## config.mk

```make
export PLATFORM = sky130hd
export DESIGN_NAME = rp_frame_sequencer
export DESIGN_NICKNAME = d
export VERILOG_FILES = /design/src/rtl/rp_frame_sequencer.sv
export SDC_FILE = /design/constraint.sdc
export NUM_CORES = 1
export LEC_CHECK = 0
export CAP_MARGIN = 25
export CORE_MARGIN = 3
export CORE_UTILIZATION = 45
export CTS_CLUSTER_DIAMETER = 50
export DETAILED_ROUTE_END_ITERATION = 8
export PLACE_DENSITY_LB_ADDON = 0.12
export SYNTH_ARGS = -nofsm -noshare
export SYNTH_HDL_FRONTEND = slang
export SYNTH_SLANG_ARGS = --single-unit
```

## constraint.sdc

```tcl
create_clock -name clk -period 2.5 [get_ports clk]
set_input_delay 0.625 -clock clk [delete_from_list [all_inputs] [get_ports clk]]
set_output_delay 0.625 -clock clk [all_outputs]
set_load 0.02 [all_outputs]
```

## src/rtl/rp_frame_sequencer.sv

```systemverilog
// Frame-level controller for the repeated_pattern mask generator: latches a pattern, then runs
// reset/load/stream per row with valid/ready gating. Define RP_ROW_ROTATE_EN for per-row rotation.
module rp_frame_sequencer #(
  parameter int IMG_W = 300,
  parameter int IMG_H = 300
) (
  input  logic        clk,
  input  logic        rst_n,
  input  logic        clk_en,
  input  logic        start,
  input  logic [4:0]  cfg_pattern_w,
  input  logic [0:31] cfg_pattern,
  output logic        busy,
  output logic        cfg_err,
  output logic        frame_done,
  output logic        rp_rst_n,
  output logic        rp_clk_en,
  output logic        rp_load_pattern,
  output logic [4:0]  rp_pattern_w,
  output logic [0:31] rp_pattern,
  input  logic        rp_mask_bit,
  input  logic        rp_valid,
  output logic        m_bit,
  output logic        m_valid,
  input  logic        m_ready,
  output logic        m_last_col,
  output logic        m_last_row
);

  localparam int CW = (IMG_W > 1) ? $clog2(IMG_W) : 1;
  localparam int RW = (IMG_H > 1) ? $clog2(IMG_H) : 1;
  localparam logic [CW-1:0] COL_LAST = CW'(IMG_W - 1);
  localparam logic [RW-1:0] ROW_LAST = RW'(IMG_H - 1);

  typedef enum logic [2:0] {
    S_IDLE   = 3'd0,
    S_RST    = 3'd1,
    S_LOAD   = 3'd2,
    S_STREAM = 3'd3,
    S_DONE   = 3'd4
  } state_e;

  state_e        state_q, state_d;
  logic [CW-1:0] col_q, col_d;
  logic [RW-1:0] row_q, row_d;
  logic [4:0]    pat_w_q, pat_w_d;
  logic [0:31]   pat_q, pat_d;
  logic          rp_rst_n_q;
  logic          cfg_err_q, cfg_err_d;
  logic          xfer_s;

  // One-phase rotation inside the active width; bits at or above w are left untouched.
  function automatic logic [0:31] rotate_pattern(input logic [0:31] p, input logic [4:0] w);
    logic [0:31] r;
    r = p;
    for (int i = 1; i < 32; i++) begin
      if (i < int'(w)) r[i] = p[i-1];
      else             r[i] = p[i];
    end
    r[0] = p[w - 5'd1];
    return r;
  endfunction

  assign xfer_s = m_valid & m_ready;

  // State, counter and latched-configuration registers.
  always_ff @(posedge clk or negedge rst_n) begin
    if (!rst_n) begin
      state_q    <= S_IDLE;
      col_q      <= {CW{1'b0}};
      row_q      <= {RW{1'b0}};
      pat_w_q    <= 5'd0;
      pat_q      <= 32'd0;
      rp_rst_n_q <= 1'b0;
      cfg_err_q  <= 1'b0;
    end else begin
      state_q    <= state_d;
      col_q      <= col_d;
      row_q      <= row_d;
      pat_w_q    <= pat_w_d;
      pat_q      <= pat_d;
      rp_rst_n_q <= (state_d != S_RST);
      cfg_err_q  <= cfg_err_d;
    end
  end

  // Next-state and counter logic; everything holds while clk_en is low.
  always_comb begin
    state_d   = state_q;
    col_d     = col_q;
    row_d     = row_q;
    pat_w_d   = pat_w_q;
    pat_d     = pat_q;
    cfg_err_d = 1'b0;
    if (clk_en) begin
      case (state_q)
        S_IDLE: begin
          if (start && (cfg_pattern_w != 5'd0)) begin
            pat_w_d = cfg_pattern_w;
            pat_d   = cfg_pattern;
            col_d   = {CW{1'b0}};
            row_d   = {RW{1'b0}};
            state_d = S_RST;
          end else begin
            cfg_err_d = start;
          end
        end
        S_RST:  state_d = S_LOAD;
        S_LOAD: state_d = S_STREAM;
        S_STREAM: begin
          if (xfer_s && (col_q == COL_LAST)) begin
            if (row_q == ROW_LAST) begin
              state_d = S_DONE;
            end else begin
              row_d   = row_q + RW'(1);
              col_d   = {CW{1'b0}};
              state_d = S_RST;
`ifdef RP_ROW_ROTATE_EN
              pat_d   = rotate_pattern(pat_q, pat_w_q);
`else
              pat_d   = pat_q;
`endif
            end
          end else if (xfer_s) begin
            col_d = col_q + CW'(1);
          end else begin
            col_d = col_q;
          end
        end
        S_DONE:  state_d = S_IDLE;
        default: state_d = S_IDLE;
      endcase
    end else begin
      state_d = state_q;
    end
  end

  // Output decode; generator enable is stalled by back-pressure and by clk_en.
  always_comb begin
    busy            = (state_q != S_IDLE);
    frame_done      = (state_q == S_DONE);
    rp_load_pattern = (state_q == S_LOAD);
    m_valid         = (state_q == S_STREAM) & rp_valid;
    rp_clk_en       = clk_en & ((state_q == S_LOAD) |
                                ((state_q == S_STREAM) & (~rp_valid | m_ready)));
  end

  assign cfg_err      = cfg_err_q;
  assign rp_rst_n     = rp_rst_n_q;
  assign rp_pattern_w = pat_w_q;
  assign rp_pattern   = pat_q;
  assign m_bit        = rp_mask_bit;
  assign m_last_col   = (col_q == COL_LAST);
  assign m_last_row   = (row_q == ROW_LAST);

endmodule

```

# --- Word-level counts from Yosys, hierarchy flattened ---
# Cells that the tools add are included.
# W data, S select, Z words.
word_totals:
  inputBits: 44
  register_bits: 60
  out_inout_bits: 47
op_classes:
  add_sub_neg: 2
  n_reduce_logical: 9
  bitwise: 7
  n_eq_ne: 12
  mux: 16
ops:
  columns: ["op", "n"]
  rows:
  - ["$mux W9", 6]
  - ["$pmux W9 S2", 2]
  - ["$add A9 B1 Y9 const B", 2]
  - ["$eq A9 B9 Y1 const B", 2]
  - ["$mux W3", 4]
  - ["$pmux W3 S4", 1]
  - ["$reduce_and A5 Y1", 2]
  - ["$eq A3 B2 Y1 const B", 2]
  - ["$ne A2 B2 Y1 const B", 3]
  - ["$ne A3 B3 Y1 const B", 2]
  - ["$reduce_bool A5 Y1", 1]
  - ["$and A1 B1 Y1", 4]
  - ["$eq A3 B1 Y1 const B", 1]
  - ["$eq A3 B3 Y1 const B", 1]
  - ["$logic_not A3 Y1", 1]
  - ["$mux W1", 3]
  - ["$ne A3 B1 Y1 const B", 1]
  - ["$reduce_and A3 Y1", 1]
  - ["$reduce_bool A3 Y1", 1]
  - ["$logic_and A1 B1 Y1", 2]
  - ["$or A1 B1 Y1", 2]
  - ["$reduce_bool A2 Y1", 1]
  - ["$not A1 Y1", 1]

# --- Longest topological paths before layout ---
# Gate-level depths: netlist of run 1.
logic_depth:
  ltp_word: 8
  mapped_depth: 8

# --- Least setup slack after synthesis of run 1 ---
# Ideal clock, no wire load.
synth_timing:
  path_kind: "input port to flip-flop"
  startpoint: "input port cfg_pattern_w[0]"
  endpoint: "register pat_q (netlist bit rp_pattern[0])"
  cell_stages: 5
  t_arrival_ps: 2135
  setup_slack_ps: 240
  path_cell_list: "or4_1 > o211ai_2 > buf_2 > buf_2 > mux2_2"
synth_via:
  elab_chain_len: 3
synth_lines:
  columns: ["item", "line_no", "text"]
  rows:
  - ["from (decl)", "11", "input logic [4:0] cfg_pattern_w,"]
  - ["$reduce_bool A5 Y1", "98", "if (start && (cfg_pattern_w != 5'd0)) begin"]
  - ["$logic_and A1 B1 Y1", "98", null]
  - ["$reduce_and A3 Y1 (no source line)", null, null]
  - ["to (signal assigned)", "81", "pat_q <= pat_d;"]
  - ["to (decl)", "47", "logic [0:31] pat_q, pat_d;"]
# Every way passes these cells.
# A chain may end at the register's enable or synchronous reset.

# --- Worst setup path after layout of run 1 ---
layout_timing:
  startpoint: "input port clk_en"
  endpoint: "output port rp_clk_en"
layout_via:
  elab_chain_len: 1
layout_lines:
  columns: ["item", "line_no", "text"]
  rows:
  - ["from (decl)", "9", "input logic clk_en,"]
  - ["$and A1 B1 Y1", "144", "rp_clk_en = clk_en & ((state_q == S_LOAD) |"]
  - ["to (decl)", "17", "output logic rp_clk_en,"]
# Every way passes these cells.

==> results of run 1 <==
-- report_power, final --
part	switching (W)	total (W)	leakage (nW)	internal, W
Clock	0.000373	0.000860	0.100	0.000487
Sequential	0.0000924	0.00121	0.787	0.00111
Combinational	0.000317	0.000707	0.849	0.000391
-- layout make-up --
class / count / area share
flip-flops and latches: 60 / 0.378
multi-input cells: 148 / 0.295
repair buffers: 102 / 0.252
clock buffers: 12 / 0.0366
well taps: 72 / 0.0227
clock inverters: 4 / 0.0123
inverters: 3 / 0.00284
-- cells by family after synthesis --
| group | count (synthesis) | share of synthesized area |
|---|---|---|
| buf+inv | 14 | 0.0319 |
| flops | 60 | 0.547 |
| mux | 38 | 0.156 |
| simple gates | 64 | 0.146 |
| compound gates | 44 | 0.110 |
| fa+ha+maj | 2 | 0.00912 |
-- Yosys cell counts (2+ instances only) --
cell	number	area, um2
nand4_1	4	25.0
buf_2	7	35.0
or2_2	2	12.5
a21oi_1	2	10.0
and4b_1	2	20.0
ha_1	2	25.0
and2_1	4	25.0
inv_1	3	11.3
a21boi_1	5	37.5
buf_6	3	33.8
o31ai_1	8	60.1
nor3_1	2	10.0
nand3_1	9	45.0
o2bb2ai_1	4	35.0
o21ai_0	15	75.1
nand2_1	12	45.0
nor2_1	4	15.0
and3_1	4	25.0
nand2b_1	2	12.5
mux2_2	37	417
dfrtp_1	60	1500
or3_1	3	18.8
or4_1	6	45.0
nor3b_1	2	15.0
and3b_1	2	17.5
-- repair_timing --
action	in CTS	in global routing
setup endpoints to repair	4	2
hold buffers	0	0
gates cloned	0	0
resized for setup	4	3
setup buffers	0	0
hold endpoints to repair	0	0
-- sequential cells by signal, indices dropped and copies added, names as in the netlist --
register / count
rp_pattern: 32
col_q: 9
row_q: 9
rp_pattern_w: 5
state_q: 3
cfg_err: 1
rp_rst_n: 1
-- worst min path at each step --
stage                    end      from  cells after the start
global placement    col_q[8]  col_q[8]                      1
floorplan            cfg_err     rst_n                      0
CTS                 col_q[6]     rst_n                      2
detailed placement  col_q[8]  col_q[8]                      1
finish              col_q[6]     rst_n                      2
global route        col_q[7]     rst_n                      2
-- through the flow --
stage                     area, um2   util  TNS, ps
after floorplan                2740      -        0
after global placement         3770  0.661    -8940
after detailed placement       3770  0.661    -9320
after CTS                      3960  0.694        0
after global routing           3970  0.695        0
final                          3970  0.695        0
-- per-layer routing --
metal,up-vias,global-route usage,wire length [um]
li1,1035,-,-
met1,1043,0.228,2720
met2,58,0.291,2850
met3,6,0.0652,360
met4,0,0.0526,48
met5,-,0,0
==> summary.txt, run 1 <==
Synth
  – Async set-reset flop share out of synthesis: 1.00
  – Synth warn: 0
  – Post-synthesis register bit count: 60
  – Top_reg_cell synth: dfrtp_1
  – Synth Net Count: 268
  – Synth Instances: 222
  – Seq/Total Area, Yosys: 0.547
  – Mapped Area: 2740 um2
  – Avg Cell Area, Syn: 12.4 um2
  – EDFF count, synth: 0
  – Synth unique cells: 43

Worst setup path
  – WP buf/inv: 2
  – Slowest stage cell, crit path: clkdlybuf4s50_1
  – CP max stage delay: 560 ps
  – Setup slack, reg-to-reg: 160 ps
  – Levels on crit path: 4
  – Reg2Reg Depth: 7
  – Startpoint Class: input pin
  – CP Launch Point: clk_en
  – CP Class: input pin to output port
  – Worst path required time: 1880 ps
  – Crit-path cells: clkdlybuf4s50_1 -> nand3_1 -> a31oi_1 -> dlygate4sd2_1
  – CP Max Fanout: 6
  – Crit path max-delay family: buffers and inverters
  – Type of element capturing the critical path: output port
  – Critical Path Sink: rp_clk_en
  – Arr. time, crit path: 1810 ps
  – R2r endpoint: row_q[3]
  – Reg2Reg Launch Point: row_q[0]

GRT
  – Grt total ovfl: 0
  – Global Route Usage Sum: 0.181
  – Largest net degree at the start of global routing: 61
  – Vias in the first global route: 2225
  – First-pass GRT wire length: 10.4 mm
  – Initial antenna violation count: 0

Floorplanning
  – Chip height: 84.1 um
  – Core footprint: 5710 um2
  – Ports: 91
  – Row count: 27
  – Initial Util: 0.480
  – Die width: 84.1 um
  – Die ar.: 7070 um2

Clocking
  – CTS tree: done
  – Clock Sink Count: 60
  – Worst-skew pair later-pin latency: 330 ps
  – CTS Root Cell: clkbuf_8
  – H-tree depth: 3
  – Cts bufs inserted: 9
  – Clock Path Buffers: 2
  – Clock transition at the registers of the reported paths: 70 ps

Placed design
  – I/O Buffers: 88
  – RePlAce Congestion: 0.800
  – Detailed Place HPWL: 4.21 mm
  – Post-Place Setup Slack: -238 ps
  – Placed Cells: 385

Drt
  – DR pass1 iterations: 4
  – DRT iter0 DRCs: 103
  – DRC Markers: 0
  – Post-DRT Antenna Nets: 0
  – Via count of the routed design: 2142
  – Vias per cell: 5.34
  – Total wire length: 5.98 mm
  – DR WL/cell: 14.9 um

Cells and area
  – Sequential Area: 1500 um2
  – Commonest non-fill, non-tap cells in the layout: clkdlybuf4s50_1 (83), dfrtp_1 (60), mux2_2 (37), o21ai_0 (15)
  – Finished Layout Cells: 401
  – Area of the multi-input gates: 1170 um2
  – Final layout net count: 370
  – Area grow syn2layout: 44.8%
  – Layout cells sized above 1: 0.231
  – Filler cells: 424
  – Number of diodes: 0
  – Commonest non-fill, non-tap cell in the layout: clkdlybuf4s50_1

Job
  – Max_cap viols: 0

STA
  – Final setup viols: 0
  – Slew @ Worst Pin: 743 ps
  – Layout Skew: 9.63 ps
  – Worst setup margin: 63.7 ps
  – Rel. slew slack: 0.504
  – Max Transition Viols Final: 0
  – Hold WS: 429 ps
  – Period utilisation layout: 0.975
  – Unrepaired setup endpoints after global routing: no
  – Final Hold Fails: 0
  – Minimum clock period after layout: 2440 ps
  – Fmax achieved: 410 MHz

Power
  – Maximum vdd drop: 0.477 mV
  – Pleak: 1.74 nW
  – Pwr dens: 699 nW/um2
  – Tot Pwr: 0.00277 W

Hold path
  – Hold Path Class: input pin to asynchronous set/reset pin

Run status
  – Status: completed
(Power assumes the default switching activity.)
==> inputs of run 2 (changes only) <==
--- a/config.mk
+++ b/config.mk
@@ -7,7 +7,7 @@
 export LEC_CHECK = 0
 export CAP_MARGIN = 25
 export CORE_MARGIN = 3
-export CORE_UTILIZATION = 45
+export CORE_UTILIZATION = 41
 export CTS_CLUSTER_DIAMETER = 50
 export DETAILED_ROUTE_END_ITERATION = 8
 export PLACE_DENSITY_LB_ADDON = 0.12
==> constraint.sdc (replaced) <==
create_clock -name clk -period 2.05 [get_ports clk]
set_input_delay 0.5125 -clock clk [delete_from_list [all_inputs] [get_ports clk]]
set_output_delay 0.5125 -clock clk [all_outputs]
set_load 0.02 [all_outputs]
==> summary.txt, run 2 (synthesis results as in run 1) <==
Run status
  – Status: finished with violations
  – Failing checks: negative setup slack

Cells and area
  – Commonest non-fill, non-tap cells in the layout: clkdlybuf4s50_1 (74), dfrtp_1 (60), buf_4 (48), mux2_2 (36), o21ai_0 (14)
  – Filler cells: 491
  – Area of the multi-input gates: 1280 um2
  – Finished Layout Cells: 456
  – Sequential Area: 1500 um2
  – Layout cells sized above 1: 0.380
  – Commonest non-fill, non-tap cell in the layout: clkdlybuf4s50_1
  – Number of diodes: 0
  – Area grow syn2layout: 65.3%
  – Max reg flops: 32
  – Final layout net count: 420

STA
  – Final Hold Fails: 0
  – Unrepaired setup endpoints after global routing: yes
  – Slew @ Worst Pin: 378 ps
  – Fmax achieved: 460 MHz
  – Final setup viols: 5
  – Worst setup margin: -126 ps
  – Max Transition Viols Final: 0
  – Minimum clock period after layout: 2180 ps
  – Period utilisation layout: 1.06
  – Layout Skew: 6.78 ps
  – Hold WS: 87.1 ps
  – Rel. slew slack: 0.748

Drt
  – Via count of the routed design: 2428
  – DRT met1 WL: 3.21 mm
  – DR WL/cell: 16.3 um
  – Post-DRT Antenna Nets: 0
  – Met2 wire length: 3.63 mm
  – Total wire length: 7.41 mm
  – Highest routed layer: met4
  – DRC Markers: 0
  – DR pass1 iterations: 4
  – Met3 wire length: 455 um
  – Vias per cell: 5.32
  – DRT iter0 DRCs: 104

Clocking
  – Clock Sink Count: 60
  – Clock transition at the registers of the reported paths: 70 ps
  – H-tree depth: 3
  – Clock Path Buffers: 2
  – Worst-skew pair later-pin latency: 340 ps
  – Post-cts hold buffer count: 0
  – Cts bufs inserted: 9
  – CTS tree: done
  – CTS Root Cell: clkbuf_8

Worst setup path
  – Arr. time, crit path: 2430 ps
  – Startpoint Class: flip-flop
  – Setup slack, reg-to-reg: -130 ps
  – CP Class: flip-flop to flip-flop
  – Slowest stage cell, crit path: or4_4
  – Type of element capturing the critical path: flip-flop
  – Worst path required time: 2310 ps
  – CP max stage delay: 460 ps
  – Most Frequent Cell on Critical Path: buf_6
  – Crit-path cells: ha_2 -> and2_4 -> and4b_2 -> a32o_2 -> buf_6 -> buf_6 -> or4_4 -> a21boi_1
  – CP Max Fanout: 4

Power
  – Pint: 0.00271 W
  – Pleak: 2.05 nW
  – P_sw: 0.00101 W
  – Seq pwr share: 0.389
  – Sw Share: 0.272
  – Gate power share: 0.263
  – Clock share of power: 0.347
  – Pwr dens: 820 nW/um2
  – Maximum vdd drop: 0.689 mV

GRT
  – Vias in the first global route: 2353
  – Initial antenna violation count: 0
  – Grt total ovfl: 0
  – Global Route Usage Sum: 0.188
  – Largest net degree at the start of global routing: 27
  – First-pass GRT wire length: 11.4 mm

Placed design
  – RePlAce Congestion: 0.843
  – Placed Cells: 417
  – I/O Buffers: 88
  – Detailed Place HPWL: 4.88 mm

Floorplanning
  – Chip height: 87.8 um
  – Row count: 29
  – Core footprint: 6420 um2
  – Ports: 91
  – Initial Util: 0.427
  – Die ar.: 7710 um2
  – Die width: 87.8 um

Job
  – Max_cap viols: 0

Hold path
  – Hold Path Class: input pin to asynchronous set/reset pin
-- run 2: cell count changes in the layout (fill, tap and decap cells not counted), moves of 3 or more --
cell,change
dlygate4sd2_1,+3
buf_4,+36
buf_6,+10
clkdlybuf4s50_1,-9
buf_2,+3
-- run 2: final timing paths --
| check | start | to | cells after the start |
|---|---|---|---|
| setup reg to reg | row_q[1] | row_q[7] | 8 |
| max in group asynchronous | rst_n | rp_pattern[15] | 2 |
| hold / removal | rst_n | rp_pattern[21] | 1 |
| hold reg to reg | rp_pattern[14] | rp_pattern[14] | 1 |
| min in group clk | cfg_pattern_w[4] | rp_pattern_w[4] | 2 |
| setup / recovery | row_q[1] | row_q[7] | 8 |
-- run 2: area by class of cell --
cell class	instances	share of cell area
timing repair buffer	150	0.311
tap	77	0.0212
inverter	3	0.00248
clock buffer	10	0.0281
clock inverter	6	0.0246
multi-input combinational	150	0.282
sequential	60	0.331
-- run 2: critical path: cells and delay by family (launching register included) --
family,cells,cell delay [ps]
AOI/OAI and AO/OA,2,430
buffers and inverters,2,240
DFF,1,400
and+or+nand+nor,3,850
adders and majority gates,1,190
-- run 2: power groups by stage --
stage | combinational [W] | sequential (W) | clock, W
6_report | 0.000980 | 0.00145 | 0.00129
5_1_grt | 0.00104 | 0.00147 | 0.00137
4_1_cts | 0.000969 | 0.00145 | 0.00131
3_5_place_dp | 0.000952 | 0.00147 | 0
3_3_place_gp | 0.000944 | 0.00146 | 0
2_1_floorplan | 0.000216 | 0.00166 | 0
-- run 2: per-layer routing --
metal | track usage | up-vias
met5 | 0 | -
met4 | 0.0558 | 0
met3 | 0.0649 | 13
met2 | 0.290 | 90
met1 | 0.252 | 1170
li1 | - | 1155
-- run 2: what timing repair did --
| item | in CTS | in global routing |
|---|---|---|
| cloned | 2 | 1 |
| resized for setup | 40 | 23 |
| endpoints found under the setup margin | 62 | 51 |
| buffers inserted | 11 | 11 |
| pin swaps | 11 | 17 |
-- run 2: through the flow --
step | area, um2 | utilization | setup slack (ps) | total power, W | setup TNS, ps
floorplan | 2760 | - | -32.1 | 0.00188 | -32.1
global placement | 4000 | 0.623 | -503 | 0.00240 | -26830
detailed placement | 4000 | 0.623 | -547 | 0.00242 | -28340
CTS | 4380 | 0.682 | -101 | 0.00373 | -324
global route | 4530 | 0.706 | -187 | 0.00389 | -876
finish | 4530 | 0.706 | -126 | 0.00372 | -331
==> inputs of run 3 (changes only) <==
--- a/config.mk
+++ b/config.mk
@@ -6,10 +6,12 @@
 export NUM_CORES = 1
 export LEC_CHECK = 0
 export CAP_MARGIN = 25
+export CORE_ASPECT_RATIO = 1.2
 export CORE_MARGIN = 3
 export CORE_UTILIZATION = 41
 export CTS_CLUSTER_DIAMETER = 50
 export DETAILED_ROUTE_END_ITERATION = 8
+export HOLD_SLACK_MARGIN = 0.15
 export PLACE_DENSITY_LB_ADDON = 0.12
 export SYNTH_ARGS = -nofsm -noshare
 export SYNTH_HDL_FRONTEND = slang
==> summary.txt, run 3 (synthesis results as in run 1) <==
Cells and area
  – Commonest non-fill, non-tap cells in the layout: clkdlybuf4s50_1 (74), dfrtp_1 (59), buf_4 (46), mux2_2 (32), o21ai_0 (13)
  – Layout cells sized above 1: 0.383
  – Area grow syn2layout: 64.1%
  – Finished Layout Cells: 461
  – Number of diodes: 0
  – Final instance area: 4500 um2
  – Final layout net count: 417
  – Commonest non-fill, non-tap cell in the layout: clkdlybuf4s50_1
  – Max reg flops: 32
  – Filler cells: 484

Drt
  – DRC Markers: 0
  – DR pass1 iterations: 4
  – DRT iter0 DRCs: 219
  – Vias per cell: 5.29
  – Post-DRT Antenna Nets: 0
  – Via count of the routed design: 2439
  – Total wire length: 7.33 mm
  – DR WL/cell: 15.9 um

Worst setup path
  – Arr. time, crit path: 2300 ps
  – Crit path max-delay family: simple AND/OR/NAND/NOR gates
  – CP max stage delay: 510 ps
  – Slowest stage cell, crit path: or4_1
  – CP Max Fanout: 6
  – Setup slack, reg-to-reg: 2 ps
  – Crit-path cells: ha_2 -> and2_4 -> and4b_2 -> a32o_4 -> or4_1 -> a21boi_1
  – WP buf/inv: 0
  – Startpoint Class: flip-flop
  – CP Class: flip-flop to flip-flop
  – Worst path required time: 2310 ps
  – Type of element capturing the critical path: flip-flop

STA
  – Worst setup margin: 2.22 ps
  – Max Transition Viols Final: 0
  – Period utilisation layout: 0.999
  – Layout Skew: 9.06 ps
  – Unrepaired setup endpoints after global routing: yes
  – Fmax achieved: 488 MHz
  – Slew @ Worst Pin: 426 ps
  – Rel. slew slack: 0.716
  – Final Hold Fails: 0
  – Minimum clock period after layout: 2050 ps
  – Final setup viols: 0

Clocking
  – CTS tree: done
  – CTS Root Cell: clkbuf_8
  – Cts bufs inserted: 9
  – H-tree depth: 3
  – Clock transition at the registers of the reported paths: 70 ps
  – Clock Sink Count: 60
  – Worst-skew pair later-pin latency: 330 ps
  – Clock Path Buffers: 2

Floorplanning
  – Row count: 32
  – Die ar.: 7710 um2
  – Initial Util: 0.425
  – Core footprint: 6450 um2
  – Chip height: 95.6 um
  – Ports: 91
  – Die width: 80.7 um

Placed design
  – RePlAce Congestion: 0.834
  – Placed Cells: 423
  – DP Area: 3990 um2
  – I/O Buffers: 88
  – Post-Place Setup Slack: -569 ps
  – Detailed Place HPWL: 4.62 mm

GRT
  – Grt total ovfl: 0
  – Initial antenna violation count: 0
  – Vias in the first global route: 2496
  – Largest net degree at the start of global routing: 44
  – Global Route Usage Sum: 0.198
  – First-pass GRT wire length: 11.8 mm

Run status
  – Status: completed

Hold path
  – Hold Path Class: input pin to flip-flop

Power
  – Maximum vdd drop: 0.650 mV
  – Pwr dens: 765 nW/um2
  – Pleak: 2.04 nW
  – Tot Pwr: 0.00344 W

Job
  – Max_cap viols: 0
run 3: cell types whose count changed in the layout (fill, tap and decap cells not counted), sizes merged:
cell,before,now
dlygate4sd2,7,3
buf,65,63
bufinv,3,1
clkdlybuf4s15,1,3
clkinv,1,3
clkbuf,12,13
dlygate4sd3,0,1
inv,4,3
run 3: what timing repair did:
action                                 in CTS  in global routing
gates resized for setup                    52                 19
pin swaps                                   7                  6
setup buffers                              10                  7
gates cloned                                4                  0
setup endpoints to repair                  62                 36
endpoints found under the hold margin      17                  0
hold buffers                                1                  0
run 3: metal layers:
layer	vias up	track usage	routed length [um]
li1	1142	-	-
met1	1192	0.248	3080
met2	96	0.327	3670
met3	9	0.0520	482
met4	0	0.0761	101
met5	-	0	0
run 3: worst paths after layout:
kind                            cells after the start              from         endpoint
max in group asynchronous                           3             rst_n       state_q[1]
worst max register to register                      6          row_q[0]         row_q[4]
worst min register to register                      1          col_q[8]         col_q[8]
worst max-delay path                                6          row_q[0]         row_q[4]
worst min-delay path                                2  cfg_pattern_w[3]  rp_pattern_w[3]
min in group asynchronous                           2             rst_n   rp_pattern[10]
run 3: cell type report:
cell class | count | area (um2) | area share
Clock buffer | 11 | 131 | 0.0292
Clock inverter | 5 | 52.6 | 0.0117
Inverter | 3 | 11.3 | 0.00250
Multi-Input combinational cell | 150 | 1280 | 0.285
Sequential cell | 60 | 1500 | 0.334
Tap cell | 85 | 106 | 0.0236
Timing Repair Buffer | 147 | 1410 | 0.314
run 3: stage by stage:
stage | TNS, ps | hold slack [ps] | util
3_3_place_gp | -28700 | 467 | 0.618
6_report | 0 | 434 | 0.698
2_1_floorplan | -32.1 | 217 | -
4_1_cts | -89.7 | 430 | 0.681
5_1_grt | -153 | 426 | 0.698
3_5_place_dp | -29930 | 476 | 0.618
run 3: worst reg2reg max path, delay by kind of cell (launching register included):
family	cells	cell delay, ps
adders and majority gates	1	190
AOI/OAI and AO/OA	2	470
and+or+nand+nor	3	940
DFF	1	380
run 3: where the power goes:
group | internal (W) | switching (W) | leakage [nW]
Clock | 0.000556 | 0.000455 | 0.0931
Combinational | 0.000537 | 0.000442 | 1.16
Sequential | 0.00136 | 0.0000930 | 0.786
Total | 0.00245 | 0.000990 | 2.04
